`config.mk`:
```
export PLATFORM = sky130hd
export DESIGN_NAME = epu_dma_master
export DESIGN_NICKNAME = d
export VERILOG_FILES = /design/src/rtl/epu_dma_master.sv
export SDC_FILE = /design/constraint.sdc
export NUM_CORES = 1
export LEC_CHECK = 0
export CAP_MARGIN = 15
export CORE_MARGIN = 4
export CORE_UTILIZATION = 62
export DETAILED_ROUTE_END_ITERATION = 10
export HOLD_SLACK_MARGIN = 0.03
export PLACE_DENSITY = 0.86
export SLEW_MARGIN = 10
export SYNTH_ARGS = -nofsm -noshare
export SYNTH_HDL_FRONTEND = slang
export SYNTH_SLANG_ARGS = --single-unit
```
`constraint.sdc`:
```
create_clock -name CLK -period 10.1 [get_ports CLK]
set_input_delay 1.515 -clock CLK [delete_from_list [all_inputs] [get_ports CLK]]
set_output_delay 1.515 -clock CLK [all_outputs]
set_load 0.02 [all_outputs]
```
`src/rtl/epu_dma_master.sv`:
```
// AXI4 block-copy initiator: each chunk is one read burst into a local buffer, then one write burst out of it.
// Optional EPU_DMA_AUTO_KICK_EN: after the last chunk, write 32'h1 to KICK_ADDR to start the EPU.
module epu_dma_master #(
    parameter int                ID_W      = 4,
    parameter int                ADDR_W    = 32,
    parameter int                DATA_W    = 32,
    parameter int                LEN_W     = 4,
    parameter int                MAX_BURST = 16,
    parameter logic [ADDR_W-1:0] KICK_ADDR = 32'h6000_8000
) (
    input  logic                CLK,
    input  logic                RSTn,
    input  logic                start,
    input  logic [ADDR_W-1:0]   src,
    input  logic [ADDR_W-1:0]   dst,
    input  logic [15:0]         nwords,
    output logic                busy,
    output logic                done,
    output logic                err,
    output logic [ID_W-1:0]     ARID,
    output logic [ADDR_W-1:0]   ARADDR,
    output logic [LEN_W-1:0]    ARLEN,
    output logic [2:0]          ARSIZE,
    output logic [1:0]          ARBURST,
    output logic                ARVALID,
    input  logic                ARREADY,
    input  logic [ID_W-1:0]     RID,
    input  logic [DATA_W-1:0]   RDATA,
    input  logic [1:0]          RRESP,
    input  logic                RLAST,
    input  logic                RVALID,
    output logic                RREADY,
    output logic [ID_W-1:0]     AWID,
    output logic [ADDR_W-1:0]   AWADDR,
    output logic [LEN_W-1:0]    AWLEN,
    output logic [2:0]          AWSIZE,
    output logic [1:0]          AWBURST,
    output logic                AWVALID,
    input  logic                AWREADY,
    output logic [DATA_W-1:0]   WDATA,
    output logic [DATA_W/8-1:0] WSTRB,
    output logic                WLAST,
    output logic                WVALID,
    input  logic                WREADY,
    input  logic [ID_W-1:0]     BID,
    input  logic [1:0]          BRESP,
    input  logic                BVALID,
    output logic                BREADY,
    output logic [3:0]          dbg_state,
    output logic [ID_W-1:0]     dbg_rsp_id
);

    // Handshakes: a transfer happens on the rising CLK edge where VALID and READY are both high;
    // once VALID is raised, it and its payload stay stable until that edge.

    localparam int CNT_W = LEN_W + 1;
    localparam int IDX_W = (MAX_BURST > 1) ? $clog2(MAX_BURST) : 1;
    localparam logic [16:0] MAX17 = 17'(MAX_BURST);

    typedef enum logic [3:0] {
        S_IDLE    = 4'd0,
        S_AR      = 4'd1,
        S_R       = 4'd2,
        S_AW      = 4'd3,
        S_W       = 4'd4,
        S_B       = 4'd5,
`ifdef EPU_DMA_AUTO_KICK_EN
        S_KICK_AW = 4'd6,
        S_KICK_W  = 4'd7,
        S_KICK_B  = 4'd8,
`endif
        S_DONE    = 4'd9
    } state_e;

    state_e              state_q, state_d;
    logic [ADDR_W-1:0]   rd_addr_q, wr_addr_q;
    logic [15:0]         remain_q;
    logic [CNT_W-1:0]    beats_q, idx_q;
    logic                err_q;
    logic [DATA_W-1:0]   data_buf_q [MAX_BURST];

    logic [16:0]         rd_room, wr_room, lim;
    logic [CNT_W-1:0]    beats_c;
    logic                r_exp_last, r_last_c, r_err_c;

    // Chunk size is limited by words left, buffer depth and the 4KB page of both addresses.
    always_comb begin
        rd_room = 17'd1024 - 17'(rd_addr_q[11:2]);
        wr_room = 17'd1024 - 17'(wr_addr_q[11:2]);
        lim     = {1'b0, remain_q};
        if (lim > MAX17)   lim = MAX17;
        if (lim > rd_room) lim = rd_room;
        if (lim > wr_room) lim = wr_room;
        beats_c = lim[CNT_W-1:0];
    end

    assign r_exp_last = (idx_q + CNT_W'(1)) == beats_q;
    assign r_last_c   = RLAST || r_exp_last;
    assign r_err_c    = (RRESP != 2'b00) || (RLAST != r_exp_last);

    always_comb begin
        state_d = state_q;
        ARADDR  = '0;
        ARLEN   = '0;
        ARVALID = 1'b0;
        RREADY  = 1'b0;
        AWADDR  = '0;
        AWLEN   = '0;
        AWVALID = 1'b0;
        WDATA   = '0;
        WLAST   = 1'b0;
        WVALID  = 1'b0;
        BREADY  = 1'b0;
        case (state_q)
            S_IDLE: if (start) state_d = (nwords == 16'd0) ? S_DONE : S_AR;
            S_AR: begin
                ARVALID = 1'b1;
                ARADDR  = rd_addr_q;
                ARLEN   = LEN_W'(beats_c - CNT_W'(1));
                if (ARREADY) state_d = S_R;
            end
            S_R: begin
                RREADY = 1'b1;
                // An errored chunk is drained but never written out.
                if (RVALID && r_last_c) state_d = (err_q || r_err_c) ? S_DONE : S_AW;
            end
            S_AW: begin
                AWVALID = 1'b1;
                AWADDR  = wr_addr_q;
                AWLEN   = LEN_W'(beats_q - CNT_W'(1));
                if (AWREADY) state_d = S_W;
            end
            S_W: begin
                WVALID = 1'b1;
                WDATA  = data_buf_q[idx_q[IDX_W-1:0]];
                WLAST  = (idx_q == beats_q - CNT_W'(1));
                if (WREADY && WLAST) state_d = S_B;
            end
            S_B: begin
                BREADY = 1'b1;
                if (BVALID) begin
                    if (BRESP != 2'b00)                 state_d = S_DONE;
                    else if (remain_q != 16'(beats_q))  state_d = S_AR;
                    else begin
`ifdef EPU_DMA_AUTO_KICK_EN
                        state_d = S_KICK_AW;
`else
                        state_d = S_DONE;
`endif
                    end
                end
            end
`ifdef EPU_DMA_AUTO_KICK_EN
            S_KICK_AW: begin
                AWVALID = 1'b1;
                AWADDR  = KICK_ADDR;
                if (AWREADY) state_d = S_KICK_W;
            end
            S_KICK_W: begin
                WVALID = 1'b1;
                WDATA  = DATA_W'(1);
                WLAST  = 1'b1;
                if (WREADY) state_d = S_KICK_B;
            end
            S_KICK_B: begin
                BREADY = 1'b1;
                if (BVALID) state_d = S_DONE;
            end
`endif
            S_DONE:  state_d = S_IDLE;
            default: state_d = S_IDLE;
        endcase
    end

    always_ff @(posedge CLK or negedge RSTn) begin
        if (!RSTn) begin
            state_q   <= S_IDLE;
            rd_addr_q <= '0;
            wr_addr_q <= '0;
            remain_q  <= '0;
            beats_q   <= '0;
            idx_q     <= '0;
            err_q     <= 1'b0;
        end else begin
            state_q <= state_d;
            case (state_q)
                S_IDLE: if (start) begin
                    rd_addr_q <= src;
                    wr_addr_q <= dst;
                    remain_q  <= nwords;
                    err_q     <= 1'b0;
                end
                S_AR: if (ARREADY) begin
                    beats_q <= beats_c;
                    idx_q   <= '0;
                end
                S_R: if (RVALID) begin
                    idx_q <= r_last_c ? '0 : idx_q + CNT_W'(1);
                    if (r_err_c) err_q <= 1'b1;
                end
                S_W: if (WREADY) idx_q <= WLAST ? '0 : idx_q + CNT_W'(1);
                S_B: if (BVALID) begin
                    rd_addr_q <= rd_addr_q + ADDR_W'({beats_q, 2'b00});
                    wr_addr_q <= wr_addr_q + ADDR_W'({beats_q, 2'b00});
                    remain_q  <= remain_q - 16'(beats_q);
                    if (BRESP != 2'b00) err_q <= 1'b1;
                end
`ifdef EPU_DMA_AUTO_KICK_EN
                S_KICK_B: if (BVALID && BRESP != 2'b00) err_q <= 1'b1;
`endif
                default: ;
            endcase
        end
    end

    always_ff @(posedge CLK) begin
        if (state_q == S_R && RVALID && !r_err_c || state_q == S_R && RVALID)
            data_buf_q[idx_q[IDX_W-1:0]] <= RDATA;
    end

    assign busy       = (state_q != S_IDLE) && (state_q != S_DONE);
    assign done       = (state_q == S_DONE);
    assign err        = err_q;
    assign ARID       = '0;
    assign ARSIZE     = 3'b010;
    assign ARBURST    = 2'b01;
    assign AWID       = '0;
    assign AWSIZE     = 3'b010;
    assign AWBURST    = 2'b01;
    assign WSTRB      = '1;
    assign dbg_state  = state_q;
    assign dbg_rsp_id = (state_q == S_R) ? RID : BID;

endmodule

```
Word level (Yosys, flattened, before mapping). Memories as Yosys holds them, arrays and structs flattened. Cells that the tools add are included. Widths: inputs -> output; s select.

Magnitude comparators: 3. Eq/ne operators: 21. Bitwise logic cells: 0. Reduce and logical (&&, ||, !) cells: 23. Divide/modulo/power cells: 0. $mul: 0. Add/sub/neg operators: 8. Shift operators: 0. Muxes and demuxes: 49.

Operators with widths (count): $mux 32 (7); $pmux 32 s2 (2); $add 32x7->32 (2); $mux 4 (13); $mux 16 (3); $gt 17x17->1 (2); $pmux 16 s2 (1); $mux 5 (6); $pmux 4 s6 (1); $sub 11x10->12 const A (2); $ne 2x2->1 const B (10); $mux 17 (1); $gt 16x5->1 const B (1); $logic_not 16->1 (1); $ne 16x5->1 (1); $sub 16x5->16 (1); $pmux 5 s3 (1); $mux 1 (13); $reduce_and 6->1 (2); $eq 5x5->1 (2); $eq 4x2->1 const B (2); $eq 4x3->1 const B (2); $reduce_bool 2->1 (3); $reduce_bool 3->1 (2); other kinds (16) (23).

Register bits after elaboration: 95. Input port bits: 133. Latch bits: 0. Output and inout port bits: 143. Memories: 1. Word-level logic and storage cells: 112. ROM bits: 0. Bits in writable memories: 512.

Memories: data_buf_q (words 16, width 32, rd ports 1, clocked after Yosys merged registers in 0, write ports 1, RTL line 80) `logic [DATA_W-1:0] data_buf_q [MAX_BURST];`.

Logic depth before layout (Yosys ltp). Gate-level depths: netlist of the first run.

Word-level depth: 9. Mapped depth: 23. Depth with buffers taken out: 22.

Worst setup path before layout of the first run. OpenSTA, ideal clock, no wires.

Kind: reg2out. Start: reg remain_q[6]. End: out ARLEN[2]. Buffers on the path: 1. Path slack: 3.854 ns. Cell stages (with the launch flop): 23. Data arrival time: 4.731 ns. Data required time: 8.585 ns. Path through: dfrtp_1 -> nor4_4 -> nand3_2 -> nor3_2 -> and2_1 -> ha_1 -> o21ai_0 -> a21oi_1 -> o31ai_1 -> a31o_2 -> buf_4 -> mux2_2 -> ha_1 -> a211oi_1 -> nor2_1 -> o41ai_1 -> a21oi_1 -> nor2_4 -> mux2_2 -> inv_1 -> ha_1 -> nand2_1 -> mux2i_1.

Longest elaborated chain between the ends: 8.

RTL lines: start: declaration (RTL line 77) `logic [15:0] remain_q;`; start signal: assignment (RTL line 190) `remain_q <= nwords;`; start signal: assignment (RTL line 205) `remain_q <= remain_q - 16'(beats_q);`; $gt 16x5->1 (RTL line 91) `if (lim > MAX17) lim = MAX17;`; $mux 16 * (RTL line 91); $gt 17x17->1 (RTL line 92) `if (lim > rd_room) lim = rd_room;`; $mux 17 * (RTL line 92); $gt 17x17->1 (RTL line 93) `if (lim > wr_room) lim = wr_room;`; $mux 5 * (RTL line 93); $sub 4x1->4 * (RTL line 119) `ARLEN = LEN_W'(beats_c - CNT_W'(1));`; $mux 4 * (RTL line 114) `case (state_q)`; end: declaration (RTL line 22) `output logic [LEN_W-1:0] ARLEN,`.

Every way passes the cells marked *; elsewhere a longest branch is shown, timed or not.

Worst setup path after layout of the first run. Ends and elaborated chain as after synthesis.

==> results.yml, run 1 <==
setup_path:
  arrival_ns: 6.47
  crit_slowest_cell: "clkdlybuf4s50_1"
  crit_top_cell: "ha_1"
  cp_data_required_time_ns: 8.59
  critical_path.endpoint_type: "primary output"
  r2r_cells: 18
  r2r_setup_slack_ns: 4.92
  rr_endpoint: "beats_q[0]$_DFFE_PN0P_"
  crit_type: "reg -> out"
  start_kind: "flip-flop"
  timing.rr.start: "remain_q[6]$_DFFE_PN0P_"
  critPathBufInv: 2
  critPathMaxStageDelay_ns: 0.62
  path_delay_family: "compound AO/OA/AOI/OAI gates"
  path_max_fanout: 12
  crit_chain: "nor4_4 -> nand3_2 -> nor3_2 -> and2_1 -> ha_1 -> o21ai_0 -> a21oi_1 -> o31ai_1 -> a31o_2 -> mux2_2 -> ha_1 -> a211oi_1 -> nor2_1 -> o41ai_1 -> a21oi_1 -> nor2_4 -> mux2_2 -> inv_1 -> ha_1 -> nand2_1 -> mux2i_1 -> clkdlybuf4s50_1"
synth:
  synth_top_flop_cell: "edfxtp_1"
  avgSynthCellArea_um2: 15.4
  synthCells: 1802
  yosysSeqAreaShare: 0.640
  synth.distinct_cells: 81
  ys_seq_elements: 607
  async_flop_share: 0.157
  synth.cell_area_um2: 27700
  synth_enable_flop_cells: 512
  yosysWarnings: 0
power_and_ir_drop:
  total_power_mw: 8.50
  power.internal_mw: 5.53
  p_comb_frac: 0.351
  p_switching_mw: 2.98
  vdd_drop_max_mv: 0.178
  power_leakage_nw: 11.0
  seqPwrFrac: 0.383
  pwr-share-clk: 0.266
  switching_share: 0.350
  power_density_nw_per_um2: 260
timing:
  hold_viol_final: 0
  fin_crit_ns: 7.98
  hold_slack_ns: 0.500
  worst_slew_pin_slew_ns: 1.21
  fmax_mhz: 125
  slew_viol_final: 0
  finalCritPeriodShare: 0.790
  tns_ns: 0
  setup_violations: 0
  relSlewSlack: 0.196
  rsz0062_at_grt: "no"
  setup_ws_ns: 2.12
  finClkSkew_ns: 0.0260
place:
  hpwlAfterDp_um: 45200
  placed_area_um2: 30700
  gp_congestion: 0.938
  io_buffer_count: 253
  place_worst_setup_slack_ns: 2.84
  dp_cells: 2576
cts:
  cts-root-buf: "clkbuf_16"
  clock_sinks: 607
  cts_tree: "done"
  cts_resized: 0
  postCtsSetupBuffers: 0
  numCtsBuffers: 59
  clock_latency_ns: 0.64
  cts_buffer_depth: 3
  hold_buffers: 0
  cts_max_level: 2
  clkSlewWorstSetupHoldPaths_ns: 0.06
detailed_routing:
  wirelength_um: 79800
  drt-wirelength-per-cell_um: 29.6
  ant_nets: 0
  drt_pass1_iterations: 6
  first_iter_violations: 2291
  viasPerCell: 6.66
  drc: 0
  vias: 17900
floorplan:
  pin_count: 276
  die-area_um2: 48200
  rows: 77
  die_x_um: 220
  start_util: 0.627
  dieHeight_um: 220
  core_area_um2: 44200
global_route:
  first_global_vias: 17900
  grt_pass1_wl_um: 117000
  grt_overflow: 0
  grt_max_degree: 97
  grt_util_all_layers: 0.331
  antenna_found_initial: 5
final_layout:
  stdcell_count: 2692
  layout.nets: 2227
  fin_area_um2: 32700
  layout_commonest_cell: "edfxtp_1"
  fillCellCount: 2588
  final_cell_mix: "edfxtp_1 (512), clkdlybuf4s50_1 (252), mux4_2 (160), nand2_1 (104), and2_1 (97)"
  post-route-util: 0.740
  area_growth_pct: 17.9
  layout-drive-gt1-share: 0.160
hold_path:
  min_to: "idx_q[4]$_DFFE_PN0P_"
  hold_start: "idx_q[4]$_DFFE_PN0P_"
  min_path_type: "reg -> reg"
  hold_depth: 1
flow_run:
  drv_cap: 0
status:
  status: "completed"
[cell type report]
type / instances / area (um^2) / share of cell area
Antenna cell: 6 / 15.0 / 0.000459
Clock buffer: 70 / 1520 / 0.0464
Clock inverter: 40 / 447 / 0.0137
Inverter: 41 / 155 / 0.00474
Multi-Input combinational cell: 1053 / 9310 / 0.285
Sequential cell: 607 / 17800 / 0.543
Tap cell: 592 / 741 / 0.0226
Timing Repair Buffer: 283 / 2770 / 0.0846
[state kept, by name (all words and copies together) (netlist names)]
name	cells
err	1
data_buf_q	512
rd_addr_q	32
dbg_state	4
idx_q	5
beats_q	5
wr_addr_q	32
remain_q	16
[metal layers]
metal	track usage	up-vias	part of all wire
li1	-	7519	-
met1	0.434	8990	0.36
met2	0.560	1222	0.51
met3	0.0593	200	0.095
met4	0.127	4	0.037
met5	0	-	0.00035
[kinds of logic (layout without fill, tap and decap cells)]
family,count (synthesis),after routing,share of synthesized area
other cells,2,34,0.000271
simple gates,470,470,0.0902
compound gates,292,292,0.0680
fa+ha+maj,49,49,0.0229
mux,183,183,0.139
flops,607,607,0.640
buf+inv,168,434,0.0302
xor+xnor,31,31,0.00979
[power groups by stage]
stage | sequential [mW] | combinational (mW) | clock [mW]
after floorplan | 3.14 | 2.12 | 0
after global placement | 3.27 | 2.84 | 0
after detailed placement | 3.29 | 2.92 | 0
after CTS | 3.24 | 2.96 | 2.28
after global routing | 3.29 | 3.22 | 2.39
final | 3.26 | 2.99 | 2.26
[cells in the mapped netlist, drive strengths merged, types with 41 or more instances]
master,number,area share
mux4,160,0.13
and2,109,0.025
inv,41,0.0055
nor2,89,0.012
clkbuf,45,0.0061
dfrtp,95,0.086
nand2,104,0.014
ha,46,0.021
o21ai,66,0.012
buf,82,0.019
a21oi,89,0.016
edfxtp,512,0.55
[worst max path at each step]
stage                                  startpoint        to  cells after the start  slack (ns)
final                     remain_q[6]$_DFFE_PN0P_  ARLEN[2]                     22        2.12
after global routing      remain_q[6]$_DFFE_PN0P_  ARLEN[2]                     22        1.72
after CTS                 remain_q[6]$_DFFE_PN0P_  ARLEN[2]                     22        2.13
after detailed placement  remain_q[6]$_DFFE_PN0P_  ARLEN[2]                     22        2.84
after global placement    remain_q[6]$_DFFE_PN0P_  ARLEN[2]                     22        2.81
after floorplan           remain_q[6]$_DFFE_PN0P_  ARLEN[2]                     22        3.85
No activity file was read; power rests on OpenSTA's default activity.
==> inputs of run 2 (changes only) <==
- CORE_UTILIZATION: 62 -> 52
- PLACE_DENSITY: 0.86 -> 0.77
- clock period: 10.1 -> 6.9 ns (I/O delays scaled with it)
==> run 2 against run 1 <==
  * Worst hold slack worse by 0.025 ns
  * Combinational power is 45% higher
  * Critical path depth down 2
  * Worst setup slack worse by 1.9 ns
==> results.yml, run 2 (synthesis gave the netlist of run 1 again) <==
status:
  status: "completed"
place:
  place_worst_setup_slack_ns: 0.317
  gp_congestion: 0.901
  hpwlAfterDp_um: 43200
  io_buffer_count: 253
flow_run:
  drv_cap: 0
global_route:
  use_met1: 0.340
  grt_pass1_wl_um: 109000
  grt_util_all_layers: 0.253
  first_global_vias: 17600
  use_met3: 0.0455
  antenna_found_initial: 5
  use_met2: 0.424
  grt_max_degree: 88
  grt_overflow: 0
  top_usage_layer: "met2"
cts:
  clock_sinks: 607
  cts-root-buf: "clkbuf_16"
  cts_max_level: 2
  clkSlewWorstSetupHoldPaths_ns: 0.06
  hold_buffers: 0
  cts_buffer_depth: 3
  cts_tree: "done"
  numCtsBuffers: 60
  clock_latency_ns: 0.65
floorplan:
  rows: 84
  pin_count: 276
  dieHeight_um: 239
  die-area_um2: 57100
  start_util: 0.527
  die_x_um: 239
  core_area_um2: 52700
timing:
  finClkSkew_ns: 0.0535
  hold_viol_final: 0
  fmax_mhz: 151
  slew_viol_final: 0
  rsz0062_at_grt: "yes"
  fin_crit_ns: 6.64
  finalCritPeriodShare: 0.962
  worst_slew_pin_slew_ns: 1.16
  setup_ws_ns: 0.262
  setup_violations: 0
  tns_ns: 0
  relSlewSlack: 0.224
hold_path:
  min_to: "rd_addr_q[1]$_DFFE_PN0P_"
  hold_depth: 2
  hold_start: "rd_addr_q[1]$_DFFE_PN0P_"
  min_path_type: "reg -> reg"
power_and_ir_drop:
  vdd_drop_max_mv: 0.296
  power_density_nw_per_um2: 378
  power_leakage_nw: 11.1
  total_power_mw: 12.4
detailed_routing:
  wirelength_um: 73600
  drt_pass1_iterations: 6
  first_iter_violations: 2056
  drt-wirelength-per-cell_um: 26.4
  vias: 17400
  viasPerCell: 6.25
  ant_nets: 0
  drc: 0
setup_path:
  r2r_setup_slack_ns: 2.21
  timing.rr.start: "remain_q[6]$_DFFE_PN0P_"
  crit_type: "reg -> out"
  path_max_fanout: 6
  rr_endpoint: "beats_q[0]$_DFFE_PN0P_"
  start_kind: "flip-flop"
  cp_data_required_time_ns: 5.86
  r2r_cells: 18
  critical_path.endpoint_type: "primary output"
  arrival_ns: 5.60
final_layout:
  layout.nets: 2231
  layout_commonest_cell: "edfxtp_1"
  final_cell_mix: "edfxtp_1 (512), clkdlybuf4s50_1 (248), mux4_2 (160), nand2_1 (104), and2_1 (97)"
  area_growth_pct: 18.8
  fillCellCount: 3702
  layout-drive-gt1-share: 0.167
  largest_reg_flops: 512
[run 2: changes by cell type in the layout (fill, tap and decap cells not counted), sizes merged]
cell           change
buf                +3
clkbuf             +5
clkdlybuf4s15      +1
clkdlybuf4s50      -4
clkinv             -3
clkinvlp           +1
diode              -4
dlymetal6s2s       +1
inv                +1
[run 2: worst max-delay path by stage]
| stage | start | endpoint | slack, ns | depth (start not counted) |
|---|---|---|---|---|
| floorplan | remain_q[6]$_DFFE_PN0P_ | ARLEN[2] | 1.13 | 22 |
| global placement | remain_q[6]$_DFFE_PN0P_ | ARLEN[2] | 0.33 | 22 |
| detailed placement | remain_q[6]$_DFFE_PN0P_ | ARLEN[2] | 0.32 | 22 |
| CTS | remain_q[6]$_DFFE_PN0P_ | ARLEN[2] | 0.007 | 22 |
| global route | remain_q[6]$_DFFE_PN0P_ | ARLEN[2] | -0.004 | 22 |
| finish | remain_q[6]$_DFFE_PN0P_ | ARLEN[3] | 0.26 | 20 |
[run 2: per-layer routing]
metal  wire length [um]  vias up
met4               2150        8
met1              27600     8753
met2              37100      985
met5                 61        -
met3               6700      169
li1                   -     7512
[run 2: critical path: stages (launching register included)]
cell and delay (ns):
dfrtp_1 0.45, nor4_4 0.32, nand3_2 0.17, nor3_4 0.22, and2_1 0.19, ha_1 0.25
o21ai_0 0.16, a21oi_1 0.06, o31ai_1 0.20, a31o_2 0.26, mux2_2 0.38, ha_1 0.30
a211oi_1 0.23, nor2_1 0.10, o41ai_2 0.32, a21oi_2 0.13, nor2_4 0.15, buf_4 0.16
or4b_1 0.44, nand3_1 0.16, clkdlybuf4s15_1 0.33
[run 2: stage by stage]
| step | hold slack [ns] | utilization | cells | cell area, um^2 |
|---|---|---|---|---|
| after floorplan | 0.442 | - | 1828 | 27800 |
| after global placement | 0.465 | 0.586 | 2672 | 30900 |
| after detailed placement | 0.472 | 0.586 | 2672 | 30900 |
| after CTS | 0.486 | 0.625 | 2785 | 32900 |
| after global routing | 0.506 | 0.626 | 2788 | 32900 |
| final | 0.475 | 0.626 | 2789 | 32900 |
[run 2: final cells by class]
class / count / area [um^2] / area share
clock inverters: 39 / 474 / 0.0144
well taps: 688 / 861 / 0.0261
flip-flops and latches: 607 / 17800 / 0.539
clock buffers: 73 / 1550 / 0.0470
multi-input cells: 1053 / 9350 / 0.284
inverters: 41 / 155 / 0.00471
repair buffers: 286 / 2800 / 0.0848
diodes: 2 / 5.00 / 0.000152
[run 2: timing repair]
item                                   4_1_cts  5_1_grt
endpoints found under the hold margin        0        0
pin swaps                                    1        3
gates resized for setup                      5       11
setup endpoints to repair                    4        4
buffers inserted                             1        1
[run 2: where the power goes]
| group | total [mW] | internal (mW) | switching [mW] |
|---|---|---|---|
| combinational | 4.35 | 1.92 | 2.43 |
| sequential | 4.75 | 4.28 | 0.470 |
| clock | 3.34 | 1.92 | 1.43 |
